File: config.mk
export PLATFORM = sky130hd
export DESIGN_NAME = iic_arbiter
export DESIGN_NICKNAME = d
export VERILOG_FILES = /design/src/rtl/iic_pkg.sv /design/src/rtl/iic_arbiter.sv
export SDC_FILE = /design/constraint.sdc
export NUM_CORES = 1
export LEC_CHECK = 0
export ABC_AREA = 1
export CORE_MARGIN = 5
export CORE_UTILIZATION = 47
export DETAILED_ROUTE_END_ITERATION = 8
export PLACE_DENSITY = 0.78
export SLEW_MARGIN = 40
export SYNTH_ARGS = -nofsm -noshare
export SYNTH_HDL_FRONTEND = slang
export SYNTH_SLANG_ARGS = --single-unit
File: constraint.sdc
create_clock -name clk -period 2.5 [get_ports clk]
set_clock_uncertainty 0.1 [all_clocks]
set_input_delay 0.5 -clock clk [delete_from_list [all_inputs] [get_ports clk]]
set_output_delay 0.5 -clock clk [all_outputs]
set_load 0.05 [all_outputs]
File: src/rtl/iic_pkg.sv
// ============================================================================
// Module : iic_pkg
// Brief  : Shared types and constants for the I2C EEPROM arbiter and engine.
// Rev    : 1.0  initial release
// ============================================================================
`default_nettype none

package iic_pkg;

    typedef enum logic [2:0] {
        IDLE  = 3'd0,
        GRANT = 3'd1,
        ISSUE = 3'd2,
        WAIT  = 3'd3,
        RESP  = 3'd4
    } iic_state_e;

    localparam logic       RW_WRITE        = 1'b0;
    localparam logic       RW_READ         = 1'b1;
    localparam logic [6:0] EEPROM_DEV_ADDR = 7'b1010000;

endpackage

`default_nettype wire

File: src/rtl/iic_arbiter.sv
// ============================================================================
// Module : iic_arbiter
// Brief  : Round-robin two-client sequencer for the byte-level I2C EEPROM
//          engine, with a transfer timeout watchdog.
// Rev    : 1.0  initial release
// ============================================================================
`default_nettype none

module iic_arbiter
    import iic_pkg::*;
#(
    parameter logic [15:0] TIMEOUT_CYC = 16'd50000
) (
    input  logic       clk,
    input  logic       rst,
    input  logic       req0,
    input  logic       req1,
    input  logic       rw0,
    input  logic       rw1,
    input  logic [7:0] addr0,
    input  logic [7:0] addr1,
    input  logic [7:0] wdata0,
    input  logic [7:0] wdata1,
    output logic       gnt0,
    output logic       gnt1,
    output logic       done0,
    output logic       done1,
    output logic       err,
    output logic [7:0] rdata,
    output logic       eng_start,
    output logic       eng_rw,
    output logic [7:0] eng_addr,
    output logic [7:0] eng_wdata,
    output logic       eng_abort,
    input  logic       eng_busy,
    input  logic       eng_done,
    input  logic       eng_nack,
    input  logic [7:0] eng_rdata,
    output logic       busy
);

    localparam logic [15:0] C_CNT_LAST = TIMEOUT_CYC - 16'd1;

    iic_state_e  state_q, state_d;
    logic        cur_q, cur_d;
    logic        last_q, last_d;
    logic [15:0] cnt_q, cnt_d;
    logic        gnt0_q, gnt0_d, gnt1_q, gnt1_d;
    logic        done0_q, done0_d, done1_q, done1_d;
    logic        err_q, err_d;
    logic [7:0]  rdata_q, rdata_d;
    logic        start_q, start_d;
    logic        abort_q, abort_d;
    logic        busy_q, busy_d;
    logic        rw_q, rw_d;
    logic [7:0]  addr_q, addr_d;
    logic [7:0]  wdata_q, wdata_d;
    logic        w_win;
    logic        w_finish;

    // Under contention the client not served last wins; otherwise the sole requester.
    assign w_win = (req0 && req1) ? ~last_q : req1;

    always_comb begin
        state_d  = state_q;
        cur_d    = cur_q;
        last_d   = last_q;
        cnt_d    = cnt_q;
        gnt0_d   = gnt0_q;
        gnt1_d   = gnt1_q;
        done0_d  = 1'b0;
        done1_d  = 1'b0;
        err_d    = err_q;
        rdata_d  = rdata_q;
        start_d  = 1'b0;
        abort_d  = 1'b0;
        rw_d     = rw_q;
        addr_d   = addr_q;
        wdata_d  = wdata_q;
        w_finish = 1'b0;

        case (state_q)
            IDLE: begin
                if (req0 || req1) begin
                    state_d = GRANT;
                    cur_d   = w_win;
                    gnt0_d  = ~w_win;
                    gnt1_d  = w_win;
                    rw_d    = w_win ? rw1    : rw0;
                    addr_d  = w_win ? addr1  : addr0;
                    wdata_d = w_win ? wdata1 : wdata0;
                end
            end
            GRANT: state_d = ISSUE;
            ISSUE: begin
                if (!eng_busy) begin
                    start_d = 1'b1;
                    cnt_d   = 16'd0;
                    state_d = WAIT;
                end
            end
            WAIT: begin
                if (eng_done) begin
                    // A NACKed read carries no valid byte, so it reports zero.
                    err_d    = eng_nack;
                    rdata_d  = (rw_q == RW_READ && !eng_nack) ? eng_rdata : 8'h00;
                    w_finish = 1'b1;
                end else if (cnt_q == C_CNT_LAST) begin
                    abort_d  = 1'b1;
                    err_d    = 1'b1;
                    rdata_d  = 8'h00;
                    w_finish = 1'b1;
                end else begin
                    cnt_d = cnt_q + 16'd1;
                end
            end
            RESP: begin
                last_d  = cur_q;
                state_d = IDLE;
            end
            default: state_d = IDLE;
        endcase

        if (w_finish) begin
            state_d = RESP;
            gnt0_d  = 1'b0;
            gnt1_d  = 1'b0;
            done0_d = ~cur_q;
            done1_d = cur_q;
        end

        busy_d = (state_d != IDLE);
    end

    always_ff @(posedge clk or posedge rst) begin
        if (rst) begin
            state_q <= IDLE;
            cur_q   <= 1'b0;
            last_q  <= 1'b1;
            cnt_q   <= 16'd0;
            gnt0_q  <= 1'b0;
            gnt1_q  <= 1'b0;
            done0_q <= 1'b0;
            done1_q <= 1'b0;
            err_q   <= 1'b0;
            rdata_q <= 8'h00;
            start_q <= 1'b0;
            abort_q <= 1'b0;
            busy_q  <= 1'b0;
            rw_q    <= 1'b0;
            addr_q  <= 8'h00;
            wdata_q <= 8'h00;
        end else begin
            state_q <= state_d;
            cur_q   <= cur_d;
            last_q  <= last_d;
            cnt_q   <= cnt_d;
            gnt0_q  <= gnt0_d;
            gnt1_q  <= gnt1_d;
            done0_q <= done0_d;
            done1_q <= done1_d;
            err_q   <= err_d;
            rdata_q <= rdata_d;
            start_q <= start_d;
            abort_q <= abort_d;
            busy_q  <= busy_d;
            rw_q    <= rw_d;
            addr_q  <= addr_d;
            wdata_q <= wdata_d;
        end
    end

    assign gnt0      = gnt0_q;
    assign gnt1      = gnt1_q;
    assign done0     = done0_q;
    assign done1     = done1_q;
    assign err       = err_q;
    assign rdata     = rdata_q;
    assign eng_start = start_q;
    assign eng_abort = abort_q;
    assign eng_rw    = rw_q;
    assign eng_addr  = addr_q;
    assign eng_wdata = wdata_q;
    assign busy      = busy_q;

endmodule

`default_nettype wire

==> flow_summary.yaml, run 1 <==
run_status:
  outcome: "finished, final reports clean"
global_routing:
  grt_usage_pct: 19.6
  grt_overflow_total: 0
  grt_pass1_wl_um: 11600
  grt_antenna_before_repair: 0
  grt_max_degree: 26
  first_global_vias: 2493
job:
  cap_violations: 0
power_and_ir_drop:
  leakage_nw: 1.70
  report.power.total_mw: 4.10
  power_density_nw_per_um2: 1110
  p_int_mw: 2.09
  swShare_pct: 49.1
  clockPowerShare_pct: 12.0
  peakVddDrop_v: 0.000641
  combPwrFrac_pct: 55.2
  pwr-share-seq_pct: 32.8
  switching_power_mw: 2.01
final_layout:
  layoutNonFillerInstCount: 501
  syn_to_final_growth_pct: 35.8
  final_nets: 478
  design_area_um2: 3690
  insertedDiodeCount: 0
  layout_commonest_cell: "nand2_1"
  nFillCells: 488
  final_layout_size_suffix_gt1_share_pct: 7.93
  final_util_pct: 66.2
  mostFrequentLayoutCells: "104 x nand2_1, 81 x clkdlybuf4s50_1, 53 x dfrtp_1"
placement:
  hpwl_um: 5180
  globalplace.congestion: 0.931
  dp.cells: 493
  postPlaceCellArea_um2: 3600
  pre_cts_slack_ns: 0.500
  portBuffers: 81
yosys:
  ys_seq_elements: 54
  yosysTopAreaCellShare_pct: 48.8
  syn_nets: 395
  syn_inst: 345
  avgSynthCellArea_um2: 7.88
  yosys-top-cells-area: "dfrtp_1 49%, nand2_1 14%, nor2_1 6.6%"
  yosysSeqAreaShare_pct: 49.7
  yosysTopAreaCell: "dfrtp_1"
  netlist_area_um2: 2720
  synth_warnings: 0
  yosys.cell_types.count: 35
setup_path:
  path_buf_inv: 1
  slowest_delay_ns: 0.82
  cp-end-kind: "output pin"
  slowest_stage: "clkdlybuf4s50_1"
  critical-path-top-delay-family: "buffers and inverters"
  crit_arrival_ns: 1.51
  cp.required_ns: 1.90
  cp_cell_sequence: "clkdlybuf4s50_1"
  worstPathMaxFanout: 2
  worstSetupStartpointType: "flop"
  path_class: "reg2out"
cts:
  cts_resized: 0
  clk_latency_ns: 0.31
  h-tree-depth: 2
  cts_hold_buf: 0
  cts_made_buffers: 5
  postCtsSetupBuffers: 0
  cts-root-buf: "clkbuf_8"
  clkTransAtPathRegs_ns: 0.10
  clock-sinks: 54
  cts_tree: "built"
  clk_path_buf_depth: 2
sta:
  rsz0062_at_grt: "false"
  fin_ws_ns: 0.390
  tns_ns: 0
  min_period_ns: 2.11
  whs_ns: 0.324
  finalSetupViolations: 0
  fin_crit_sh_pct: 84.4
  worst_pin_slew_ns: 0.548
  hold_viol: 0
  slew_violations: 0
  fmax_mhz: 474
  slew_headroom_pct: 63.4
detailed_routing:
  post_drt_wl_per_cell_um: 13.5
  drtIter0Drc: 172
  drcViolationCount: 0
  wl_um: 6780
  vias: 2551
  ant_nets: 0
  vias_per_cell: 5.09
  first_pass_iters: 5
floorplan:
  die_y_um: 86.1
  dieArea_um2: 7410
  fp.dieW_um: 86.1
  core_area_um2: 5570
  pin_count: 82
  initial_utilization_pct: 48.8
  rows: 27
hold_path:
  hold_class: "reg2reg"
-- worst paths after layout --
path	cells past startpoint	slack (ns)	to	startpoint
max in group asynchronous	3	1.26	eng_rw$_DFFE_PP0P_	rst
min reg2reg	1	0.32	done0$_DFF_PP0_	cur_q$_DFFE_PP0P_
max	1	0.39	eng_wdata[3]	eng_wdata[3]$_DFFE_PP0P_
min in group asynchronous	2	0.45	cnt_q[6]$_DFFE_PP0P_	rst
max reg2reg	10	0.68	busy$_DFF_PP0_	cnt_q[1]$_DFFE_PP0P_
min	1	0.32	done0$_DFF_PP0_	cur_q$_DFFE_PP0P_
-- logic make-up (layout without fill, tap and decap cells) --
| kind of cell | Yosys count | in the layout | share of synthesized area (%) |
|---|---|---|---|
| simple gates | 205 | 205 | 33.1 |
| flops | 54 | 54 | 49.7 |
| compound gates | 46 | 46 | 8.70 |
| buf+inv | 31 | 115 | 5.38 |
| xor+xnor | 8 | 8 | 2.58 |
| fa+ha+maj | 1 | 1 | 0.460 |
-- layer usage --
layer,GRT usage (%),wire [um],vias to the layer above
met3,7.40,729,11
met2,32.0,3190,104
li1,-,-,1280
met1,23.8,2750,1156
met4,6.47,115,0
met5,0,0,-
-- synthesized netlist by cell type, drive strengths merged --
library cell  number
a21oi              5
a31oi              2
buf                6
clkbuf             4
clkinv             1
dfrtp             53
dfstp              1
ha                 1
inv               20
nand2            112
nand3             32
nand4              4
nor2              51
nor3               2
nor4               1
o21ai             37
o21bai             1
o22ai              1
or2                3
xnor2              3
xor2               5
-- layout make-up --
class	count	area (um^2)	share of cell area [%]
Clock buffer	5	68.8	1.86
Timing Repair Buffer	86	861	23.3
Inverter	21	81.3	2.20
Multi-Input combinational cell	260	1220	33.0
Clock inverter	3	18.8	0.508
Sequential cell	54	1350	36.6
Tap cell	72	90.1	2.44
-- power groups by stage --
| stage | clock (mW) | sequential, mW | combinational, mW |
|---|---|---|---|
| 6_report | 0.492 | 1.34 | 2.26 |
| 5_1_grt | 0.541 | 1.39 | 2.43 |
| 4_1_cts | 0.503 | 1.35 | 2.29 |
| 3_5_place_dp | 0 | 1.35 | 2.29 |
| 3_3_place_gp | 0 | 1.34 | 2.26 |
| 2_1_floorplan | 0 | 2.18 | 0.729 |
-- registers in the layout (all words and copies together), names as in the netlist --
register,cells
eng_rw,1
done0,1
state_q,3
busy,1
eng_start,1
gnt0,1
cnt_q,16
rdata,8
last_q,1
gnt1,1
cur_q,1
err,1
done1,1
eng_abort,1
eng_addr,8
eng_wdata,8
(Power assumes the default switching activity.)
==> run 2: changes to the inputs <==
==> constraint.sdc (replaced) <==
create_clock -name clk -period 2 [get_ports clk]
set_clock_uncertainty 0.1 [all_clocks]
set_input_delay 0.4 -clock clk [delete_from_list [all_inputs] [get_ports clk]]
set_output_delay 0.4 -clock clk [all_outputs]
set_load 0.05 [all_outputs]
==> flow_summary.yaml, run 2 (synthesis gave the netlist of run 1 again) <==
run_status:
  outcome: "finished, final reports clean"
setup_path:
  worstSetupStartpointType: "flop"
  path_class: "reg2out"
  r2r_slack_ns: 0.24
  slowest_stage: "clkdlybuf4s50_1"
  cp.depth: 1
  critical-path-top-delay-family: "buffers and inverters"
  r2r-start: "cnt_q[0]$_DFFE_PP0P_"
  r2r_end: "cnt_q[6]$_DFFE_PP0P_"
  rr_worst_depth: 11
  crit_arrival_ns: 1.46
  cp_cell_sequence: "clkdlybuf4s50_1"
  setup.worst_path.start: "rdata[3]$_DFFE_PP0N_"
  path_buf_inv: 1
  cp-end-kind: "output pin"
  worstPathMaxFanout: 2
  cp.required_ns: 1.50
  crit_path_end: "rdata[3]"
  slowest_delay_ns: 0.80
final_layout:
  nFillCells: 512
  mostFrequentLayoutCells: "104 x nand2_1, 55 x clkdlybuf4s50_1, 53 x dfrtp_1"
  regMostFlops: "cnt_q"
  final_util_pct: 65.8
  register_area_um2: 1350
  layoutNonFillerInstCount: 506
  final_layout_size_suffix_gt1_share_pct: 14.1
  largest_reg_flops: 16
  insertedDiodeCount: 0
  final_nets: 483
  multi_input_area_um2: 1220
  syn_to_final_growth_pct: 34.9
  design_area_um2: 3670
  layout_commonest_cell: "nand2_1"
floorplan:
  initial_utilization_pct: 48.8
  rows: 27
  dieArea_um2: 7410
  fp.dieW_um: 86.1
  die_y_um: 86.1
  core_area_um2: 5570
  pin_count: 82
cts:
  h-tree-depth: 2
  postCtsSetupBuffers: 0
  clk_latency_ns: 0.30
  cts_tree: "built"
  clock-sinks: 54
  clk_path_buf_depth: 2
  cts_hold_buf: 0
  cts_made_buffers: 5
  cts-root-buf: "clkbuf_8"
  clkTransAtPathRegs_ns: 0.10
  cts_resized: 1
power_and_ir_drop:
  swShare_pct: 49.6
  clockPowerShare_pct: 11.7
  pwr-share-seq_pct: 33.3
  power_density_nw_per_um2: 1380
  combPwrFrac_pct: 55.0
  p_int_mw: 2.56
  leakage_nw: 1.76
  report.power.total_mw: 5.08
  switching_power_mw: 2.52
  peakVddDrop_v: 0.000851
hold_path:
  hold_class: "in2async"
detailed_routing:
  vias: 2566
  vias_per_cell: 5.07
  drtIter0Drc: 96
  wl_um: 6660
  ant_nets: 0
  first_pass_iters: 4
  drcViolationCount: 0
  post_drt_wl_per_cell_um: 13.2
placement:
  dp.cells: 498
  globalplace.congestion: 0.900
  postPlaceCellArea_um2: 3580
  portBuffers: 81
  hpwl_um: 5290
global_routing:
  top_usage_layer: "met2"
  grt_usage_pct: 18.4
  grt_antenna_before_repair: 0
  grt.met1_usage_pct: 23.4
  grt_max_degree: 21
  first_global_vias: 2478
  grtUsageMet3_pct: 6.44
  grt_overflow_total: 0
  grt_pass1_wl_um: 11100
  met2_usage_pct: 30.3
sta:
  hold_viol: 0
  fmax_mhz: 510
  finalSetupViolations: 0
  fin_crit_sh_pct: 98.0
  worst_pin_slew_ns: 0.504
  slew_violations: 0
  slew_headroom_pct: 66.3
  min_period_ns: 1.96
  rsz0062_at_grt: "false"
  tns_ns: 0
job:
  cap_violations: 0
==> run 2: cell types whose count changed in the layout (fill, tap and decap cells not counted), sizes merged <==
| cell | before | now |
|---|---|---|
| buf | 5 | 34 |
| clkdlybuf4s50 | 81 | 55 |
| clkbuf | 5 | 7 |
| clkinv | 3 | 1 |
| clkinvlp | 0 | 1 |
| dlygate4sd2 | 0 | 1 |
| dlymetal6s2s | 0 | 1 |
| inv | 21 | 20 |
==> run 2: routing by layer <==
metal | routed length (um) | part of all wire (%) | vias up
li1 | - | - | 1287
met1 | 2800 | 42 | 1190
met2 | 3170 | 48 | 84
met3 | 626 | 9.4 | 5
met4 | 56 | 0.84 | 0
met5 | 0 | 0 | -
==> run 2: layout make-up <==
class,instances,share of cell area (%)
flip-flops and latches,54,36.9
repair buffers,91,22.9
clock inverters,1,0.205
inverters,21,2.22
well taps,72,2.46
clock buffers,7,2.08
multi-input cells,260,33.3
==> run 2: worst min-delay path by stage <==
stage / startpoint / to / slack, ns / cells after the start
2_1_floorplan: cur_q$_DFFE_PP0P_ / done0$_DFF_PP0_ / 0.30 / 1
3_3_place_gp: cur_q$_DFFE_PP0P_ / done0$_DFF_PP0_ / 0.30 / 1
3_5_place_dp: cur_q$_DFFE_PP0P_ / done0$_DFF_PP0_ / 0.31 / 1
4_1_cts: rst / cnt_q[2]$_DFFE_PP0P_ / 0.30 / 2
5_1_grt: rst / cnt_q[2]$_DFFE_PP0P_ / 0.33 / 2
6_report: rst / state_q[1]$_DFF_PP0_ / 0.30 / 2
==> run 2: power by group through the flow <==
stage	clock network [mW]	logic [mW]	registers (mW)
2_1_floorplan	0	0.911	2.73
3_3_place_gp	0	2.79	1.69
3_5_place_dp	0	2.83	1.70
4_1_cts	0.605	2.82	1.69
5_1_grt	0.644	3.00	1.73
6_report	0.596	2.79	1.69
==> run 2: metrics by stage <==
stage               setup slack, ns  hold slack, ns
floorplan                     0.187           0.299
global placement              0.187           0.303
detailed placement            0.140           0.309
CTS                          0.0229           0.299
global route                0.00157           0.325
finish                       0.0392           0.296
